<file path="config.mk">
export PLATFORM = sky130hd
export DESIGN_NAME = multicycle_ctrl_flat
export DESIGN_NICKNAME = d
export VERILOG_FILES = /design/src/rtl/multicycle_ctrl_if.sv /design/src/rtl/multicycle_ctrl.sv /design/src/flat_wrapper.sv
export SDC_FILE = /design/constraint.sdc
export NUM_CORES = 1
export LEC_CHECK = 0
export CORE_MARGIN = 2
export CORE_UTILIZATION = 41
export DETAILED_ROUTE_END_ITERATION = 12
export PLACE_DENSITY = 0.81
export SKIP_CTS_REPAIR_TIMING = 1
export SYNTH_ARGS = -nofsm -noshare
export SYNTH_HDL_FRONTEND = slang
export SYNTH_SLANG_ARGS = --single-unit
</file>
<file path="constraint.sdc">
create_clock -name Clk -period 2.55 [get_ports Clk]
set_input_delay 0.51 -clock Clk [delete_from_list [all_inputs] [get_ports Clk]]
set_output_delay 0.51 -clock Clk [all_outputs]
set_load 0.02 [all_outputs]
</file>
<file path="src/rtl/multicycle_ctrl_if.sv">
// multicycle_ctrl_if: bundle between the multi-cycle control unit and its datapath.
//   Instr, zero, mem_ready : datapath -> controller (instruction word, ALU zero flag,
//                            data memory completion)
//   instr_lden .. state    : controller -> datapath (mux selects, write enables,
//                            memory requests, error pulses, debug state)
//   instr_retired          : retired-instruction counter, present only when
//                            MCTRL_INSTR_CNT_EN is defined
// Modports: master = controller side, slave = datapath side.
interface multicycle_ctrl_if;
  logic [31:0] Instr;
  logic        zero;
  logic        mem_ready;
  logic        instr_lden;
  logic        pc_lden;
  logic        pc_sel;
  logic        rf_b_sel;
  logic        alu_rf_a_sel;
  logic        alu_bin_sel;
  logic [3:0]  alu_func;
  logic        rf_wrdata_sel;
  logic        rf_wren;
  logic        mem_rden;
  logic        mem_wren;
  logic        byte_op;
  logic        illegal_op;
  logic        mem_err;
  logic [2:0]  state;
`ifdef MCTRL_INSTR_CNT_EN
  logic [31:0] instr_retired;

  modport master (
    input  Instr, zero, mem_ready,
    output instr_lden, pc_lden, pc_sel, rf_b_sel, alu_rf_a_sel, alu_bin_sel,
           alu_func, rf_wrdata_sel, rf_wren, mem_rden, mem_wren, byte_op,
           illegal_op, mem_err, state, instr_retired
  );

  modport slave (
    output Instr, zero, mem_ready,
    input  instr_lden, pc_lden, pc_sel, rf_b_sel, alu_rf_a_sel, alu_bin_sel,
           alu_func, rf_wrdata_sel, rf_wren, mem_rden, mem_wren, byte_op,
           illegal_op, mem_err, state, instr_retired
  );
`else
  modport master (
    input  Instr, zero, mem_ready,
    output instr_lden, pc_lden, pc_sel, rf_b_sel, alu_rf_a_sel, alu_bin_sel,
           alu_func, rf_wrdata_sel, rf_wren, mem_rden, mem_wren, byte_op,
           illegal_op, mem_err, state
  );

  modport slave (
    output Instr, zero, mem_ready,
    input  instr_lden, pc_lden, pc_sel, rf_b_sel, alu_rf_a_sel, alu_bin_sel,
           alu_func, rf_wrdata_sel, rf_wren, mem_rden, mem_wren, byte_op,
           illegal_op, mem_err, state
  );
`endif
endinterface

</file>
<file path="src/rtl/multicycle_ctrl.sv">
// multicycle_ctrl: multi-cycle CPU control unit. Walks each instruction through
// FETCH/DECODE/EXEC/MEM/WB (or BRANCH) and decodes every datapath select and
// write enable from the state register and the latched instruction (Moore style;
// only the state and the MEM wait counter are flopped).
// Ports:
//   Clk   - system clock, rising edge
//   Reset - asynchronous active-high reset
//   bus   - multicycle_ctrl_if.master (instruction/flags in, controls out)
// Parameter MEM_TIMEOUT (1..255): MEM cycles allowed before the access is aborted.
// Optional macro MCTRL_INSTR_CNT_EN adds a 32-bit retired-instruction counter.
module multicycle_ctrl #(
  parameter int unsigned MEM_TIMEOUT = 15
) (
  input  logic              Clk,
  input  logic              Reset,
  multicycle_ctrl_if.master bus
);

  localparam int unsigned CNT_W = 8;

  localparam logic [5:0] OP_BEQ  = 6'b000000;
  localparam logic [5:0] OP_BNE  = 6'b000001;
  localparam logic [5:0] OP_B    = 6'b111111;
  localparam logic [5:0] OP_ALU  = 6'b100000;
  localparam logic [5:0] OP_LI   = 6'b111000;
  localparam logic [5:0] OP_LUI  = 6'b111001;
  localparam logic [5:0] OP_ADDI = 6'b110000;
  localparam logic [5:0] OP_ANDI = 6'b110010;
  localparam logic [5:0] OP_ORI  = 6'b110011;
  localparam logic [5:0] OP_LB   = 6'b000011;
  localparam logic [5:0] OP_LW   = 6'b001111;
  localparam logic [5:0] OP_SB   = 6'b000111;
  localparam logic [5:0] OP_SW   = 6'b011111;

  typedef enum logic [2:0] {
    S_INIT   = 3'd0,
    S_FETCH  = 3'd1,
    S_DECODE = 3'd2,
    S_EXEC   = 3'd3,
    S_MEM    = 3'd4,
    S_WB     = 3'd5,
    S_BRANCH = 3'd6
  } state_t;

  state_t           r_state;
  state_t           w_state_nxt;
  logic [CNT_W-1:0] r_cnt;
  logic [CNT_W-1:0] w_cnt_nxt;

  logic [5:0] w_op;
  logic [3:0] w_func;
  logic       w_is_load;
  logic       w_is_store;
  logic       w_is_byte;
  logic       w_is_exec_op;
  logic       w_unused_instr;

  logic       w_instr_lden;
  logic       w_pc_lden;
  logic       w_pc_sel;
  logic       w_rf_b_sel;
  logic       w_alu_rf_a_sel;
  logic       w_alu_bin_sel;
  logic [3:0] w_alu_func;
  logic       w_rf_wrdata_sel;
  logic       w_rf_wren;
  logic       w_mem_rden;
  logic       w_mem_wren;
  logic       w_byte_op;
  logic       w_illegal_op;
  logic       w_mem_err;

  // Instruction field decode
  assign w_op           = bus.Instr[31:26];
  assign w_func         = bus.Instr[3:0];
  assign w_unused_instr = ^bus.Instr[25:4];
  assign w_is_load      = (w_op == OP_LB) || (w_op == OP_LW);
  assign w_is_store     = (w_op == OP_SB) || (w_op == OP_SW);
  assign w_is_byte      = (w_op == OP_LB) || (w_op == OP_SB);
  assign w_is_exec_op   = (w_op == OP_ALU)  || (w_op == OP_LI)   || (w_op == OP_LUI) ||
                          (w_op == OP_ADDI) || (w_op == OP_ANDI) || (w_op == OP_ORI) ||
                          w_is_load || w_is_store;

  // State and MEM wait counter
  always_ff @(posedge Clk or posedge Reset) begin
    if (Reset) begin
      r_state <= S_INIT;
      r_cnt   <= '0;
    end else begin
      r_state <= w_state_nxt;
      r_cnt   <= w_cnt_nxt;
    end
  end

  // Next state and Moore output decode
  always_comb begin
    w_state_nxt     = r_state;
    w_cnt_nxt       = r_cnt;
    w_instr_lden    = 1'b0;
    w_pc_lden       = 1'b0;
    w_pc_sel        = 1'b0;
    w_rf_b_sel      = 1'b0;
    w_alu_rf_a_sel  = 1'b0;
    w_alu_bin_sel   = 1'b0;
    w_alu_func      = 4'b0000;
    w_rf_wrdata_sel = 1'b0;
    w_rf_wren       = 1'b0;
    w_mem_rden      = 1'b0;
    w_mem_wren      = 1'b0;
    w_byte_op       = 1'b0;
    w_illegal_op    = 1'b0;
    w_mem_err       = 1'b0;

    // EXEC, MEM and WB all hold the datapath selects of the current opcode
    if ((r_state == S_EXEC) || (r_state == S_MEM) || (r_state == S_WB)) begin
      case (w_op)
        OP_ALU:         w_alu_func = w_func;
        OP_LI, OP_LUI: begin
          w_alu_rf_a_sel = 1'b1;
          w_alu_bin_sel  = 1'b1;
          w_rf_b_sel     = 1'b1;
        end
        OP_ADDI:        w_alu_bin_sel = 1'b1;
        OP_ANDI: begin
          w_alu_bin_sel = 1'b1;
          w_alu_func    = 4'b0010;
        end
        OP_ORI: begin
          w_alu_bin_sel = 1'b1;
          w_alu_func    = 4'b0011;
        end
        OP_LB, OP_LW, OP_SB, OP_SW: begin
          w_alu_bin_sel = 1'b1;
          w_rf_b_sel    = 1'b1;
        end
        default: ;
      endcase
    end

    case (r_state)
      S_INIT:  w_state_nxt = S_FETCH;
      S_FETCH: begin
        w_instr_lden = 1'b1;
        w_state_nxt  = S_DECODE;
      end
      S_DECODE: begin
        if (bus.Instr == 32'h0) begin
          w_pc_lden   = 1'b1;
          w_state_nxt = S_FETCH;
        end else if (w_op == OP_B) begin
          w_pc_sel    = 1'b1;
          w_pc_lden   = 1'b1;
          w_state_nxt = S_FETCH;
        end else if ((w_op == OP_BEQ) || (w_op == OP_BNE)) begin
          w_state_nxt = S_BRANCH;
        end else if (w_is_exec_op) begin
          w_state_nxt = S_EXEC;
        end else begin
          w_illegal_op = 1'b1;
          w_pc_lden    = 1'b1;
          w_state_nxt  = S_FETCH;
        end
      end
      S_EXEC:  w_state_nxt = (w_is_load || w_is_store) ? S_MEM : S_WB;
      S_MEM: begin
        // Abort takes priority: requests are already dropped, so a ready here is moot
        if (r_cnt == CNT_W'(MEM_TIMEOUT)) begin
          w_mem_err   = 1'b1;
          w_pc_lden   = 1'b1;
          w_cnt_nxt   = '0;
          w_state_nxt = S_FETCH;
        end else begin
          w_mem_rden = w_is_load;
          w_mem_wren = w_is_store;
          w_byte_op  = w_is_byte;
          w_cnt_nxt  = r_cnt + CNT_W'(1);
          if (bus.mem_ready) begin
            w_cnt_nxt = '0;
            if (w_is_load) begin
              w_state_nxt = S_WB;
            end else begin
              w_pc_lden   = 1'b1;
              w_state_nxt = S_FETCH;
            end
          end
        end
      end
      S_WB: begin
        w_rf_wren       = 1'b1;
        w_pc_lden       = 1'b1;
        w_rf_wrdata_sel = ~w_is_load;
        w_state_nxt     = S_FETCH;
      end
      S_BRANCH: begin
        w_rf_b_sel  = 1'b1;
        w_alu_func  = 4'b0001;
        w_pc_sel    = (w_op == OP_BEQ) ? bus.zero : ~bus.zero;
        w_pc_lden   = 1'b1;
        w_state_nxt = S_FETCH;
      end
      default: w_state_nxt = S_INIT;
    endcase
  end

  assign bus.instr_lden    = w_instr_lden;
  assign bus.pc_lden       = w_pc_lden;
  assign bus.pc_sel        = w_pc_sel;
  assign bus.rf_b_sel      = w_rf_b_sel;
  assign bus.alu_rf_a_sel  = w_alu_rf_a_sel;
  assign bus.alu_bin_sel   = w_alu_bin_sel;
  assign bus.alu_func      = w_alu_func;
  assign bus.rf_wrdata_sel = w_rf_wrdata_sel;
  assign bus.rf_wren       = w_rf_wren;
  assign bus.mem_rden      = w_mem_rden;
  assign bus.mem_wren      = w_mem_wren;
  assign bus.byte_op       = w_byte_op;
  assign bus.illegal_op    = w_illegal_op;
  assign bus.mem_err       = w_mem_err;
  assign bus.state         = 3'(r_state);

`ifdef MCTRL_INSTR_CNT_EN
  logic [31:0] r_instr_retired;

  // Counts instructions that completed normally (no abort, no illegal skip)
  always_ff @(posedge Clk or posedge Reset) begin
    if (Reset) begin
      r_instr_retired <= '0;
    end else if (w_pc_lden && !w_mem_err && !w_illegal_op) begin
      r_instr_retired <= r_instr_retired + 32'd1;
    end
  end

  assign bus.instr_retired = r_instr_retired;
`endif

endmodule
</file>
<file path="src/flat_wrapper.sv">
// flat-port wrapper written by rule: the top's interface ports become plain ports
module multicycle_ctrl_flat 
#(
  parameter int unsigned MEM_TIMEOUT = 15
)
  (Clk, Reset, bus_Instr, bus_zero, bus_mem_ready, bus_instr_lden, bus_pc_lden, bus_pc_sel, bus_rf_b_sel, bus_alu_rf_a_sel, bus_alu_bin_sel, bus_alu_func, bus_rf_wrdata_sel, bus_rf_wren, bus_mem_rden, bus_mem_wren, bus_byte_op, bus_illegal_op, bus_mem_err, bus_state);
  multicycle_ctrl_if bus_i ();
  input  logic Clk;
  input  logic Reset;
  input wire logic [$bits(bus_i.Instr)-1:0] bus_Instr;
  input wire logic [$bits(bus_i.zero)-1:0] bus_zero;
  input wire logic [$bits(bus_i.mem_ready)-1:0] bus_mem_ready;
  output wire logic [$bits(bus_i.instr_lden)-1:0] bus_instr_lden;
  output wire logic [$bits(bus_i.pc_lden)-1:0] bus_pc_lden;
  output wire logic [$bits(bus_i.pc_sel)-1:0] bus_pc_sel;
  output wire logic [$bits(bus_i.rf_b_sel)-1:0] bus_rf_b_sel;
  output wire logic [$bits(bus_i.alu_rf_a_sel)-1:0] bus_alu_rf_a_sel;
  output wire logic [$bits(bus_i.alu_bin_sel)-1:0] bus_alu_bin_sel;
  output wire logic [$bits(bus_i.alu_func)-1:0] bus_alu_func;
  output wire logic [$bits(bus_i.rf_wrdata_sel)-1:0] bus_rf_wrdata_sel;
  output wire logic [$bits(bus_i.rf_wren)-1:0] bus_rf_wren;
  output wire logic [$bits(bus_i.mem_rden)-1:0] bus_mem_rden;
  output wire logic [$bits(bus_i.mem_wren)-1:0] bus_mem_wren;
  output wire logic [$bits(bus_i.byte_op)-1:0] bus_byte_op;
  output wire logic [$bits(bus_i.illegal_op)-1:0] bus_illegal_op;
  output wire logic [$bits(bus_i.mem_err)-1:0] bus_mem_err;
  output wire logic [$bits(bus_i.state)-1:0] bus_state;
  assign bus_i.Instr = bus_Instr;
  assign bus_i.zero = bus_zero;
  assign bus_i.mem_ready = bus_mem_ready;
  assign bus_instr_lden = bus_i.instr_lden;
  assign bus_pc_lden = bus_i.pc_lden;
  assign bus_pc_sel = bus_i.pc_sel;
  assign bus_rf_b_sel = bus_i.rf_b_sel;
  assign bus_alu_rf_a_sel = bus_i.alu_rf_a_sel;
  assign bus_alu_bin_sel = bus_i.alu_bin_sel;
  assign bus_alu_func = bus_i.alu_func;
  assign bus_rf_wrdata_sel = bus_i.rf_wrdata_sel;
  assign bus_rf_wren = bus_i.rf_wren;
  assign bus_mem_rden = bus_i.mem_rden;
  assign bus_mem_wren = bus_i.mem_wren;
  assign bus_byte_op = bus_i.byte_op;
  assign bus_illegal_op = bus_i.illegal_op;
  assign bus_mem_err = bus_i.mem_err;
  assign bus_state = bus_i.state;
  multicycle_ctrl #(.MEM_TIMEOUT(MEM_TIMEOUT)) u_core (.Clk(Clk), .Reset(Reset), .bus(bus_i));
endmodule
</file>
Word level (Yosys, flattened, before mapping)

Cells that the tools add are included.

Register bits after elaboration: 11
Input bits: 36
Output and inout port bits: 20
Logic and storage cells: 94

Add/sub/neg operators: 1
Equal/unequal tests: 20
Multiplexer cells: 47
Bitwise logic cells: 2
Reductions and logical operators: 22

Operators by type and width:

| operator              | count |
|---|---|
| $eq A6 B6 Y1 const B  | 7 |
| $logic_not A32 Y1     | 1 |
| $mux W1               | 32 |
| $mux W3               | 6 |
| $mux W8               | 2 |
| $pmux W3 S5           | 1 |
| $logic_or A1 B1 Y1    | 14 |
| $pmux W4 S3           | 1 |
| $eq A3 B3 Y1 const B  | 3 |
| $reduce_or A9 Y1      | 1 |
| $add A8 B1 Y8 const B | 1 |
| $eq A8 B4 Y1 const B  | 1 |
| $mux W4               | 2 |
| $eq A3 B2 Y1 const B  | 2 |
| $eq A6 B1 Y1 const B  | 1 |
| $eq A6 B2 Y1 const B  | 1 |
| $eq A6 B3 Y1 const B  | 1 |
| $eq A6 B4 Y1 const B  | 1 |
| $eq A6 B5 Y1 const B  | 1 |
| $logic_not A6 Y1      | 1 |
| $reduce_or A6 Y1      | 1 |
| $reduce_or A2 Y1      | 2 |
| $eq A3 B1 Y1 const B  | 1 |
| $logic_not A3 Y1      | 1 |
| 6 further kinds       | 7 |

Longest topological paths before layout

Word-level depth: 13
Depth in mapped cells: 6
Mapped depth without buffers: 6

Worst setup path before layout

No wires, ideal clock.

Path kind: input-to-output
Start: input bus_Instr[26]
End: output bus_alu_func[0]
Data arrival time: 1.907 ns
Required time: 2.040 ns
Setup slack: 0.133 ns
Stages: 4
Path buffers: 1
Cell sequence: buf_6 or4b_1 a211o_1 o21ai_0

Word-level cells in the longest chain between the ends: 4
Elaborated cells between the ends (all ways): 6
Those cells by class: eq/ne: 3; mux: 3

Ends and longest elaborated chain:

| what            | line                   | text |
|---|---|---|
| start, declared | flat_wrapper.sv:10     | `input wire logic [$bits(bus_i.Instr)-1:0] bus_Instr;` |
| $eq A6 B6 Y1    | multicycle_ctrl.sv:116 | `case (w_op)` |
| $pmux W4 S3 *   | multicycle_ctrl.sv:116 |  |
| $mux W4 *       | multicycle_ctrl.sv:115 | `if ((r_state == S_EXEC) \|\| (r_state == S_MEM) \|\| (r_state == S_WB)) begin` |
| $mux W4 *       | multicycle_ctrl.sv:140 | `case (r_state)` |
| end, declared   | flat_wrapper.sv:19     | `output wire logic [$bits(bus_i.alu_func)-1:0] bus_alu_func;` |

Mark *: on every way between the ends. The rest lies on a longest branch, timed or not.

Worst setup path in the final report

Start: input bus_Instr[0]
End: output bus_alu_func[0]

Word-level cells in the longest chain between the ends: 3

Ends and longest elaborated chain:

| what        | line |
|---|---|
| $pmux W4 S3 | multicycle_ctrl.sv:116 |
| $mux W4     | multicycle_ctrl.sv:115 |
| $mux W4     | multicycle_ctrl.sv:140 |

No other way between the ends.

==> results.json <==
{
  "status": "finished with violations",
  "violations": "setup timing",
  "syn_area_um2": 1154,
  "drv_cap": 0,
  "initial_core_util_pct": 42.57,
  "cp_slowest_cell": "clkdlybuf4s50_1",
  "num_vias": 1476,
  "gr-usage-all-layers_pct": 22.55,
  "core-area_um2": 2710,
  "synth.top_cell.area_share_pct": 23.86,
  "place_congestion": 0.8084,
  "dp_slack_ps": -759.5,
  "postLayoutCellArea_um2": 2032,
  "ys.flop_type": "dfrtp_1",
  "first_pass_iters": 4,
  "drv_slew": 0,
  "critPathTopFamily": "buffers and inverters",
  "drive_gt1_share_pct": 31.36,
  "gr-total-overflow": 0,
  "slew_headroom_pct": 72.38,
  "worstMarginPinSlew_ps": 403.8,
  "diodes": 0,
  "drtIter0Drc": 83,
  "endpoint_kind": "primary output",
  "placement.cell_area_um2": 1972,
  "setup-tns-final_ps": -151.5,
  "die_h_um": 57.05,
  "worst_slack_ps": -151.5,
  "die-area_um2": 3254,
  "cts.sinks": 11,
  "arrival_ps": 2190,
  "hpwl_um": 2945,
  "synth_warnings": 0,
  "cts_tree": "yes",
  "nets": 274,
  "syn_nets": 183,
  "critical_path_class": "input port to primary output",
  "grt_pass1_vias": 1402,
  "drc": 0,
  "p_leak_nw": 1.058,
  "grt_antenna_before_repair": 0,
  "fmaxAchievable_ghz": 0.3702,
  "worst_ep_required_time_ps": 2040,
  "clk_pin_slew_worst_paths_ps": 70,
  "wirelength_um": 3659,
  "area_growth_pct": 76.14,
  "path_buf_inv": 2,
  "viasPerCell": 5.528,
  "synth_edf_count": 0,
  "yosysTopAreaCell": "dfrtp_1",
  "critPathMaxStageDelay_ps": 510,
  "antenna_left": 0,
  "grt_pass1_wl_um": 5823,
  "fin_crit_sh_pct": 105.9,
  "setup_viol": 1,
  "post_drt_wl_per_cell_um": 13.70,
  "clock_skew_ps": 6.583,
  "postSynthAreaPerCell_um2": 7.901,
  "die_x_um": 57.05,
  "cts_buffers": 3,
  "clk_path_buf_depth": 2,
  "cts-root-buf": "clkbuf_4",
  "hold_viol_final": 0,
  "place.port_buffers": 55,
  "crit_path_frequent_cell": "o21ai_0",
  "post-route-util_pct": 74.98,
  "ys_ff_latch": 11,
  "min_path_type": "input port to async pin",
  "ir_drop_uv": 674.9,
  "startpoint_type": "input port",
  "yosys-top-cells-area": "dfrtp_1, nor2_1, nor3_1, a21oi_1, buf_6",
  "ios": 56,
  "power_density_nw_per_um2": 580.7,
  "finalCriticalPeriod_ps": 2702,
  "rsz0062_at_grt": "yes",
  "yosysSeqAreaShare_pct": 23.86,
  "worst-path-max-fanout": 2,
  "clk_latency_ps": 280,
  "rows": 19,
  "synthArstFlopShare_pct": 100.0,
  "synth.distinct_cells": 53,
  "grt_start_max_net_pins": 12,
  "cts_max_level": 1,
  "cp_cell_sequence": "clkdlybuf4s50_1 > or4b_1 > a211o_1 > nor2_1 > o21ai_0 > o21ai_0 > buf_2",
  "syn_inst": 146
}
-- registers in the layout, summed over array words and instances, names as in the netlist --
signal	cells
u_core.bus.state	3
u_core.r_cnt	8
-- power breakdown --
part / internal [W] / leakage [nW] / switching (W)
registers: 0.000229 / 0.139 / 0.0000608
logic: 0.000396 / 0.904 / 0.000369
clock network: 0.0000609 / 0.0150 / 0.0000644
total: 0.000685 / 1.06 / 0.000495
-- cell usage in the layout (no fill, tap or decap), types with 5 or more instances in the layout --
cell	Yosys	final
o21ai_0	6	6
nand3_1	6	5
buf_4	0	40
nor2_1	15	14
dlymetal6s2s_1	0	13
nor3_1	10	9
clkbuf_2	1	6
clkdlybuf4s50_1	0	34
nand2_1	12	12
dfrtp_1	11	10
a21oi_1	9	9
-- cell usage after synthesis, types with 4 or more instances --
cell type / instances
a21oi_1: 9
buf_6: 4
dfrtp_1: 11
inv_1: 4
nand2_1: 12
nand3_1: 6
nor2_1: 15
nor3_1: 10
nor4_1: 6
o21ai_0: 6
-- worst register-to-register path, delay by kind of cell (launching register included) --
family          cells  cell delay, ps
mux                 1             270
compound gates      1             270
flops               1             380
buf+inv             2             340
simple gates        2             600
-- final cells by class --
| class | count | area [µm²] |
|---|---|---|
| tap | 31 | 38.79 |
| sequential | 11 | 276.5 |
| fill | 196 | 678.2 |
| timing repair buffer | 94 | 838.3 |
| clock buffer | 4 | 26.28 |
| inverter | 4 | 15.01 |
| multi-input combinational | 123 | 837.1 |
-- routing by layer --
metal / track usage (%) / part of all wire [%] / up-vias
met5: 0 / 0 / -
met4: 9.967 / 1.9 / 0
met3: 5.669 / 8.6 / 8
met2: 40.89 / 51 / 76
met1: 24.65 / 39 / 667
li1: - / - / 725
-- final timing paths --
check | start | endpoint | slack (ps) | cells after the start
setup / recovery | bus_Instr[0] | bus_alu_func[0] | -150 | 7
hold / removal | Reset | u_core.r_cnt[4]$_DFFE_PP0P_ | 520 | 2
setup reg to reg | u_core.r_cnt[7]$_DFFE_PP0P_ | u_core.r_cnt[0]$_DFFE_PP0P_ | 560 | 6
hold reg to reg | u_core.r_cnt[2]$_DFFE_PP0P_ | u_core.r_cnt[2]$_DFFE_PP0P_ | 560 | 2
max in group asynchronous | Reset | u_core.bus.state[2]$_DFFE_PP0P_ | 1700 | 2
min in group Clk | u_core.r_cnt[2]$_DFFE_PP0P_ | u_core.r_cnt[2]$_DFFE_PP0P_ | 560 | 2
-- per-stage QoR --
step | power (W) | cells | hold WS, ps
CTS | 0.001184 | 267 | 544.6
finish | 0.001180 | 267 | 520.8
global placement | 0.001036 | 263 | 512.9
floorplan | 0.0006993 | 146 | 362.4
detailed placement | 0.001057 | 263 | 543.8
global route | 0.001257 | 267 | 551.0
-- logic make-up after synthesis --
family          share of synthesized area, %
compound gates                         22.56
xor+xnor                               3.037
fa+ha+maj                              1.084
buf+inv                                6.832
flops                                  23.86
mux                                    1.952
simple gates                           40.67
Power figures use the tool's default switching activity.
